==> src/rtl/jk_bank_sequencer_pkg.sv <==
// Shared encodings and default sizes for the JK bank sequencer slice.
package jk_bank_sequencer_pkg;

    localparam int WIDTH_DEF  = 4;
    localparam int STEP_W_DEF = 8;

    typedef enum logic [1:0] {
        MODE_LOAD   = 2'b00,
        MODE_UP     = 2'b01,
        MODE_DOWN   = 2'b10,
        MODE_TOGGLE = 2'b11
    } mode_e;

    typedef enum logic [1:0] {
        ST_IDLE = 2'b00,
        ST_RUN  = 2'b01,
        ST_DONE = 2'b10
    } state_e;

endpackage

==> src/rtl/jk_bank_sequencer_if.sv <==
// Command/status bundle between a command source and the JK bank sequencer.
interface jk_bank_sequencer_if
    import jk_bank_sequencer_pkg::*;
#(
    parameter int WIDTH  = WIDTH_DEF,
    parameter int STEP_W = STEP_W_DEF
);
    logic              START;
    logic [1:0]        MODE;
    logic [WIDTH-1:0]  DIN;
    logic [STEP_W-1:0] STEPS;
    logic              PAUSE;
    logic [WIDTH-1:0]  J_O;
    logic [WIDTH-1:0]  K_O;
    logic [WIDTH-1:0]  Q;
    logic [WIDTH-1:0]  Q_n;
    logic              BUSY;
    logic              DONE;

    modport master (
        output START, MODE, DIN, STEPS, PAUSE,
        input  J_O, K_O, Q, Q_n, BUSY, DONE
    );

    modport slave (
        input  START, MODE, DIN, STEPS, PAUSE,
        output J_O, K_O, Q, Q_n, BUSY, DONE
    );
endinterface

==> src/rtl/jk_bank_sequencer_jk_cell.sv <==
// Single JK flip-flop; Q_n is derived from the one state bit so it can never disagree with Q.
module jk_cell (
    input  logic CLK,
    input  logic RST_n,
    input  logic J,
    input  logic K,
    output logic Q,
    output logic Q_n
);
    logic q_r;

    // JK next-state rule with asynchronous clear
    always_ff @(posedge CLK or negedge RST_n) begin
        if (!RST_n) begin
            q_r <= 1'b0;
        end else begin
            case ({J, K})
                2'b00:   q_r <= q_r;
                2'b01:   q_r <= 1'b0;
                2'b10:   q_r <= 1'b1;
                2'b11:   q_r <= ~q_r;
                default: q_r <= q_r;
            endcase
        end
    end

    assign Q   = q_r;
    assign Q_n = ~q_r;
endmodule

==> src/rtl/jk_bank_sequencer.sv <==
// Sequencer that turns single-shot commands into per-cycle J/K drive for a bank of JK cells.
module jk_bank_sequencer
    import jk_bank_sequencer_pkg::*;
#(
    parameter int WIDTH  = WIDTH_DEF,
    parameter int STEP_W = STEP_W_DEF
) (
    input  logic              CLK,
    input  logic              RST_n,
    jk_bank_sequencer_if.slave bus
);
    localparam logic [STEP_W-1:0] STEP_ONE = {{(STEP_W-1){1'b0}}, 1'b1};

    state_e            state_r;
    mode_e             mode_r;
    logic [WIDTH-1:0]  din_r;
    logic [STEP_W-1:0] cnt_r;
    logic              busy_r;
    logic              done_r;

    logic [WIDTH-1:0]  q_s;
    logic [WIDTH-1:0]  qn_s;
    logic [WIDTH-1:0]  up_s;
    logic [WIDTH-1:0]  dn_s;
    logic [WIDTH-1:0]  j_s;
    logic [WIDTH-1:0]  k_s;
    logic              update_s;

    // Ripple-carry/borrow enables: bit i flips when every lower bit is 1 (up) or 0 (down)
    assign up_s[0] = 1'b1;
    assign dn_s[0] = 1'b1;
    for (genvar i = 1; i < WIDTH; i++) begin : g_carry
        assign up_s[i] = &q_s[i-1:0];
        assign dn_s[i] = &qn_s[i-1:0];
    end

    // Drive is live only on an unpaused RUN cycle with steps remaining
    always_comb begin
        update_s = 1'b0;
        if ((state_r == ST_RUN) && !bus.PAUSE && (cnt_r != {STEP_W{1'b0}})) begin
            update_s = 1'b1;
        end else begin
            update_s = 1'b0;
        end
    end

    // Per-mode J/K pattern presented to the cells
    always_comb begin
        j_s = {WIDTH{1'b0}};
        k_s = {WIDTH{1'b0}};
        if (update_s) begin
            case (mode_r)
                MODE_LOAD:   begin j_s = din_r; k_s = ~din_r; end
                MODE_UP:     begin j_s = up_s;  k_s = up_s;   end
                MODE_DOWN:   begin j_s = dn_s;  k_s = dn_s;   end
                MODE_TOGGLE: begin j_s = din_r; k_s = din_r;  end
                default:     begin j_s = {WIDTH{1'b0}}; k_s = {WIDTH{1'b0}}; end
            endcase
        end else begin
            j_s = {WIDTH{1'b0}};
            k_s = {WIDTH{1'b0}};
        end
    end

    // Command FSM, step counter and registered BUSY/DONE
    always_ff @(posedge CLK or negedge RST_n) begin
        if (!RST_n) begin
            state_r <= ST_IDLE;
            mode_r  <= MODE_LOAD;
            din_r   <= {WIDTH{1'b0}};
            cnt_r   <= {STEP_W{1'b0}};
            busy_r  <= 1'b0;
            done_r  <= 1'b0;
        end else begin
            case (state_r)
                ST_IDLE: begin
                    done_r <= 1'b0;
                    if (bus.START) begin
                        mode_r  <= mode_e'(bus.MODE);
                        din_r   <= bus.DIN;
                        // a load is always exactly one update regardless of STEPS
                        cnt_r   <= (bus.MODE == MODE_LOAD) ? STEP_ONE : bus.STEPS;
                        state_r <= ST_RUN;
                        busy_r  <= 1'b1;
                    end else begin
                        state_r <= ST_IDLE;
                        busy_r  <= 1'b0;
                    end
                end
                ST_RUN: begin
                    if (cnt_r == {STEP_W{1'b0}}) begin
                        state_r <= ST_DONE;
                        busy_r  <= 1'b0;
                        done_r  <= 1'b1;
                    end else if (!bus.PAUSE) begin
                        cnt_r <= cnt_r - STEP_ONE;
                        if (cnt_r == STEP_ONE) begin
                            state_r <= ST_DONE;
                            busy_r  <= 1'b0;
                            done_r  <= 1'b1;
                        end else begin
                            state_r <= ST_RUN;
                        end
                    end else begin
                        state_r <= ST_RUN;
                    end
                end
                ST_DONE: begin
                    state_r <= ST_IDLE;
                    busy_r  <= 1'b0;
                    done_r  <= 1'b0;
                end
                default: begin
                    state_r <= ST_IDLE;
                    busy_r  <= 1'b0;
                    done_r  <= 1'b0;
                end
            endcase
        end
    end

    for (genvar i = 0; i < WIDTH; i++) begin : g_cell
        jk_cell u_cell (
            .CLK   (CLK),
            .RST_n (RST_n),
            .J     (j_s[i]),
            .K     (k_s[i]),
            .Q     (q_s[i]),
            .Q_n   (qn_s[i])
        );
    end

    assign bus.J_O  = j_s;
    assign bus.K_O  = k_s;
    assign bus.Q    = q_s;
    assign bus.Q_n  = qn_s;
    assign bus.BUSY = busy_r;
    assign bus.DONE = done_r;
endmodule

==> src/flat_wrapper.sv <==
// flat-port wrapper written by rule: the top's interface ports become plain ports
module jk_bank_sequencer_flat import jk_bank_sequencer_pkg::*;
#(
    parameter int WIDTH  = WIDTH_DEF,
    parameter int STEP_W = STEP_W_DEF
)
  (CLK, RST_n, bus_START, bus_MODE, bus_DIN, bus_STEPS, bus_PAUSE, bus_J_O, bus_K_O, bus_Q, bus_Q_n, bus_BUSY, bus_DONE);
  jk_bank_sequencer_if #(.WIDTH(WIDTH), .STEP_W(STEP_W)) bus_i ();
  input  logic CLK;
  input  logic RST_n;
  input wire logic [$bits(bus_i.START)-1:0] bus_START;
  input wire logic [$bits(bus_i.MODE)-1:0] bus_MODE;
  input wire logic [$bits(bus_i.DIN)-1:0] bus_DIN;
  input wire logic [$bits(bus_i.STEPS)-1:0] bus_STEPS;
  input wire logic [$bits(bus_i.PAUSE)-1:0] bus_PAUSE;
  output wire logic [$bits(bus_i.J_O)-1:0] bus_J_O;
  output wire logic [$bits(bus_i.K_O)-1:0] bus_K_O;
  output wire logic [$bits(bus_i.Q)-1:0] bus_Q;
  output wire logic [$bits(bus_i.Q_n)-1:0] bus_Q_n;
  output wire logic [$bits(bus_i.BUSY)-1:0] bus_BUSY;
  output wire logic [$bits(bus_i.DONE)-1:0] bus_DONE;
  assign bus_i.START = bus_START;
  assign bus_i.MODE = bus_MODE;
  assign bus_i.DIN = bus_DIN;
  assign bus_i.STEPS = bus_STEPS;
  assign bus_i.PAUSE = bus_PAUSE;
  assign bus_J_O = bus_i.J_O;
  assign bus_K_O = bus_i.K_O;
  assign bus_Q = bus_i.Q;
  assign bus_Q_n = bus_i.Q_n;
  assign bus_BUSY = bus_i.BUSY;
  assign bus_DONE = bus_i.DONE;
  jk_bank_sequencer #(.WIDTH(WIDTH), .STEP_W(STEP_W)) u_core (.CLK(CLK), .RST_n(RST_n), .bus(bus_i));
endmodule
==> config.mk <==
export PLATFORM = sky130hd
export DESIGN_NAME = jk_bank_sequencer_flat
export DESIGN_NICKNAME = d
export VERILOG_FILES = /design/src/rtl/jk_bank_sequencer_pkg.sv /design/src/rtl/jk_bank_sequencer_if.sv /design/src/rtl/jk_bank_sequencer_jk_cell.sv /design/src/rtl/jk_bank_sequencer.sv /design/src/flat_wrapper.sv
export SDC_FILE = /design/constraint.sdc
export NUM_CORES = 1
export LEC_CHECK = 0
export ABC_AREA = 1
export ABC_CLOCK_PERIOD_IN_PS = 1600
export CAP_MARGIN = 20
export CORE_MARGIN = 4
export CORE_UTILIZATION = 46
export DETAILED_ROUTE_END_ITERATION = 6
export PLACE_DENSITY = 0.74
export RECOVER_POWER = 50
export SETUP_SLACK_MARGIN = 0.2
export SYNTH_ARGS = -nofsm -noshare
export SYNTH_HDL_FRONTEND = slang
export SYNTH_SLANG_ARGS = --single-unit
==> constraint.sdc <==
create_clock -name CLK -period 1.6 [get_ports CLK]
set_input_delay 0.24 -clock CLK [delete_from_list [all_inputs] [get_ports CLK]]
set_output_delay 0.24 -clock CLK [all_outputs]
set_load 0.02 [all_outputs]
==> out/results.ini <==
[synthesis]
ys_ff_latch = 22
synth_top_cells_by_count = sky130_fd_sc_hd__nand2_1 (74), sky130_fd_sc_hd__inv_1 (37), sky130_fd_sc_hd__dfrtp_1 (22), sky130_fd_sc_hd__nand3_1 (20), sky130_fd_sc_hd__buf_4 (16)
synth.yosys.seq_area_share = 0.333
synth.top_cells.by_area = sky130_fd_sc_hd__dfrtp_1 (33%), sky130_fd_sc_hd__nand2_1 (17%), sky130_fd_sc_hd__inv_1 (8.4%)
postSynth.asyncResetShare = 1.00
post_synthesis_cell_area_mm2 = 0.00165
synth.avg_cell_area_um2 = 6.98
synthesis.instances = 237
yosysTopAreaCellShare = 0.333
synth-main-ff-cell = sky130_fd_sc_hd__dfrtp_1
synth_edf_count = 0
synth_cell_type_count = 22
synth_top_cell_by_area = sky130_fd_sc_hd__dfrtp_1
yosys_warnings = 0
synthMostInstantiatedCell = sky130_fd_sc_hd__nand2_1
synth_nets = 263

[grt]
total_routing_resource_utilization_after_global_routing = 0.201
pin_count_of_the_biggest_net_entering_global_routing = 23
global_route_wire_length_before_repair_mm = 6.99
number_of_global_route_vias_before_repair = 1567
number_of_antenna_violations_at_the_first_check_in_global_routing = 0
grt_remaining_overflow = 0

[worst_setup_path]
criticalPathCategory = reg -> out
end_kind = output port
slowest_delay_ps = 490
critical_path.most_common_cell = sky130_fd_sc_hd__inv_4
worst-path-max-fanout = 4
worstPathRequired_ps = 1360
critical-path-slowest-cell = sky130_fd_sc_hd__dfrtp_2
chain_of_cells_forming_the_critical_path = inv_4 > ha_4 > inv_4 > nand2_2 > nand2_1 > a21oi_1 > nor2_1 > buf_4
timing.critical_path.arrival_ps = 1720
critPathLaunchType = flop

[clock_tree]
worst_skew_pair.late_latency_ps = 320
cts_tree = yes
cts-buffers-inserted = 3
clock_sinks = 22
ctsRootBufferMaster = sky130_fd_sc_hd__clkbuf_4
ctsLongestPathBuffers = 2
postCtsHoldBufs = 0
cts.clk_slew.worst_paths_ps = 130
htreeDepth = 1

[floorplanning]
boundaryPins = 36
floorplan.initialDensity = 0.484
die-area_mm2 = 0.00462
placementRows = 21
core_region_area_mm2 = 0.00342
die_height_um = 68.0
die_width_um = 68.0

[timing]
finalMaxSlewViolations = 0
max_freq_mhz = 509
worst-slew-pin-transition_ps = 563
holdWs_ps = 421
rsz0062_at_grt = yes
hold_viol_final = 0
final.setup_skew_ps = 12.4
min_cycle_time_layout_ps = 1960
final.setup.worst_slack_ps = -363
timing.max_slew.rel_slack = 0.625
finalCritPeriodShare = 1.23
setup_viol_count_final = 10

[power_and_ir_drop]
power_leakage_nw = 1.30
clkPwrFrac = 0.060
power.switching_fraction = 0.483
power_density_mw_per_mm2 = 2130
power_dissipated_by_switching_net_loads_w = 0.00255
total_power_w = 0.00529
peakVddDrop_v = 0.000975
intPower_w = 0.00273
share_seq_of_total_power = 0.200
power.combinational.fraction = 0.740

[worst_hold_path]
hold_path_class = in -> async

[run_status]
failed_checks = setup timing
outcome = finished with violations

[drt]
drtIter0Drc = 98
drc = 0
dr.pass1.iters = 4
totalWireLength_mm = 4.28
route.vias.total = 1666
number_of_vias_per_cell_after_detailed_routing = 4.83
routedWlPerCell_um = 12.4
final_antenna_violating_net_count = 0

[finish]
fin_nets = 326
area_growth_pct = 49.8
fillerInstances = 261
antenna-diode-count = 0
share_of_post_route_cells_with_drive_strength_above_1 = 0.415

[run]
max-cap-violations = 0

[placement]
detailed_place_hpwl_mm = 2.95
setup_slack_at_placement_ps = -562
port_buffers = 35
finalWeightedCongestion = 0.909

-- power by group through the flow --
| stage | clock [W] | sequential (W) | combinational [W] |
|---|---|---|---|
| floorplan | 0 | 0.00106 | 0.00225 |
| global placement | 0 | 0.00102 | 0.00332 |
| detailed placement | 0 | 0.00103 | 0.00338 |
| CTS | 0.000327 | 0.00103 | 0.00364 |
| global route | 0.000343 | 0.00108 | 0.00430 |
| finish | 0.000316 | 0.00106 | 0.00391 |
-- cells in the final DEF, fill, tap and decap left out, types with 5 or more instances in the layout --
master / synthesis / layout
sky130_fd_sc_hd__buf_4: 16 / 36
sky130_fd_sc_hd__buf_6: 1 / 12
sky130_fd_sc_hd__clkdlybuf4s50_1: 0 / 16
sky130_fd_sc_hd__dfrtp_1: 22 / 21
sky130_fd_sc_hd__ha_4: 0 / 6
sky130_fd_sc_hd__inv_1: 37 / 23
sky130_fd_sc_hd__inv_2: 0 / 11
sky130_fd_sc_hd__nand2_1: 74 / 65
sky130_fd_sc_hd__nand2_2: 6 / 9
sky130_fd_sc_hd__nand2_4: 1 / 7
sky130_fd_sc_hd__nand3_1: 20 / 14
sky130_fd_sc_hd__nand3_2: 1 / 6
sky130_fd_sc_hd__nor2_1: 14 / 9
sky130_fd_sc_hd__nor2_2: 1 / 5
sky130_fd_sc_hd__nor2_4: 4 / 5
sky130_fd_sc_hd__o21ai_0: 11 / 9
-- cells by family (layout without fill, tap and decap cells) --
| family | count (synthesis) | count (layout) | share of synthesized area |
|---|---|---|---|
| flops | 22 | 22 | 0.333 |
| compound gates | 27 | 27 | 0.101 |
| simple gates | 124 | 124 | 0.338 |
| fa+ha+maj | 8 | 8 | 0.0605 |
| buf+inv | 56 | 118 | 0.168 |
-- repair_timing --
item / CTS / global route
setup buffers: 7 / 2
endpoints found under the hold margin: 0 / 0
pin swaps: 10 / 17
resized for setup: 91 / 32
setup endpoints to repair: 28 / 25
-- final cells by class --
type                    count  area, um2  share of cell area
repair buffers             77        662               0.267
clock buffers               4       36.3              0.0146
well taps                  46       57.6              0.0232
multi-input cells         159       1020               0.413
flip-flops and latches     22        552               0.223
inverters                  37        146              0.0591
-- worst max-delay path, delay by kind of cell, from the launching register on --
kind | cells | cell delay [ps]
compound gates | 1 | 60
buf+inv | 3 | 350
simple gates | 3 | 290
flops | 1 | 490
fa+ha+maj | 1 | 210
-- state kept, by name, summed over array words and instances (netlist names) --
signal                  cells
u_core.cnt_r                8
u_core.din_r                4
u_core.g_cell.u_cell.Q      4
u_core.mode_r               2
u_core.state_r              2
u_core.bus.BUSY             1
u_core.bus.DONE             1
-- through the flow --
stage          TNS, ps  cells  cell area (um2)  utilization
2_1_floorplan        0    237             1730            -
5_1_grt          -3040    345             2480        0.725
4_1_cts          -2060    343             2400        0.703
6_report         -2170    345             2480        0.725
3_3_place_gp     -4050    332             2240        0.657
3_5_place_dp     -4360    332             2240        0.657
-- metal layers --
layer,track usage,wire (um),up-vias
met3,0.0197,221,7
met4,0.0794,77,0
met1,0.239,1730,758
li1,-,-,843
met2,0.367,2250,58
met5,0,0,-
-- path summary, 6_finish.rpt --
kind,slack (ps),to,startpoint,depth (start not counted)
hold reg to reg,510,u_core.g_cell[3].u_cell.Q,u_core.g_cell[3].u_cell.Q,2
setup reg to reg,-10,u_core.cnt_r[5],u_core.cnt_r[0],10
max in group asynchronous,780,u_core.mode_r[0],RST_n,2
setup / recovery,-360,bus_J_O[1],u_core.mode_r[0],8
hold / removal,420,u_core.g_cell[0].u_cell.Q,RST_n,2
min in group CLK,450,u_core.din_r[0],bus_DIN[0],3
Note: power is estimated with default switching activity, not from simulation.
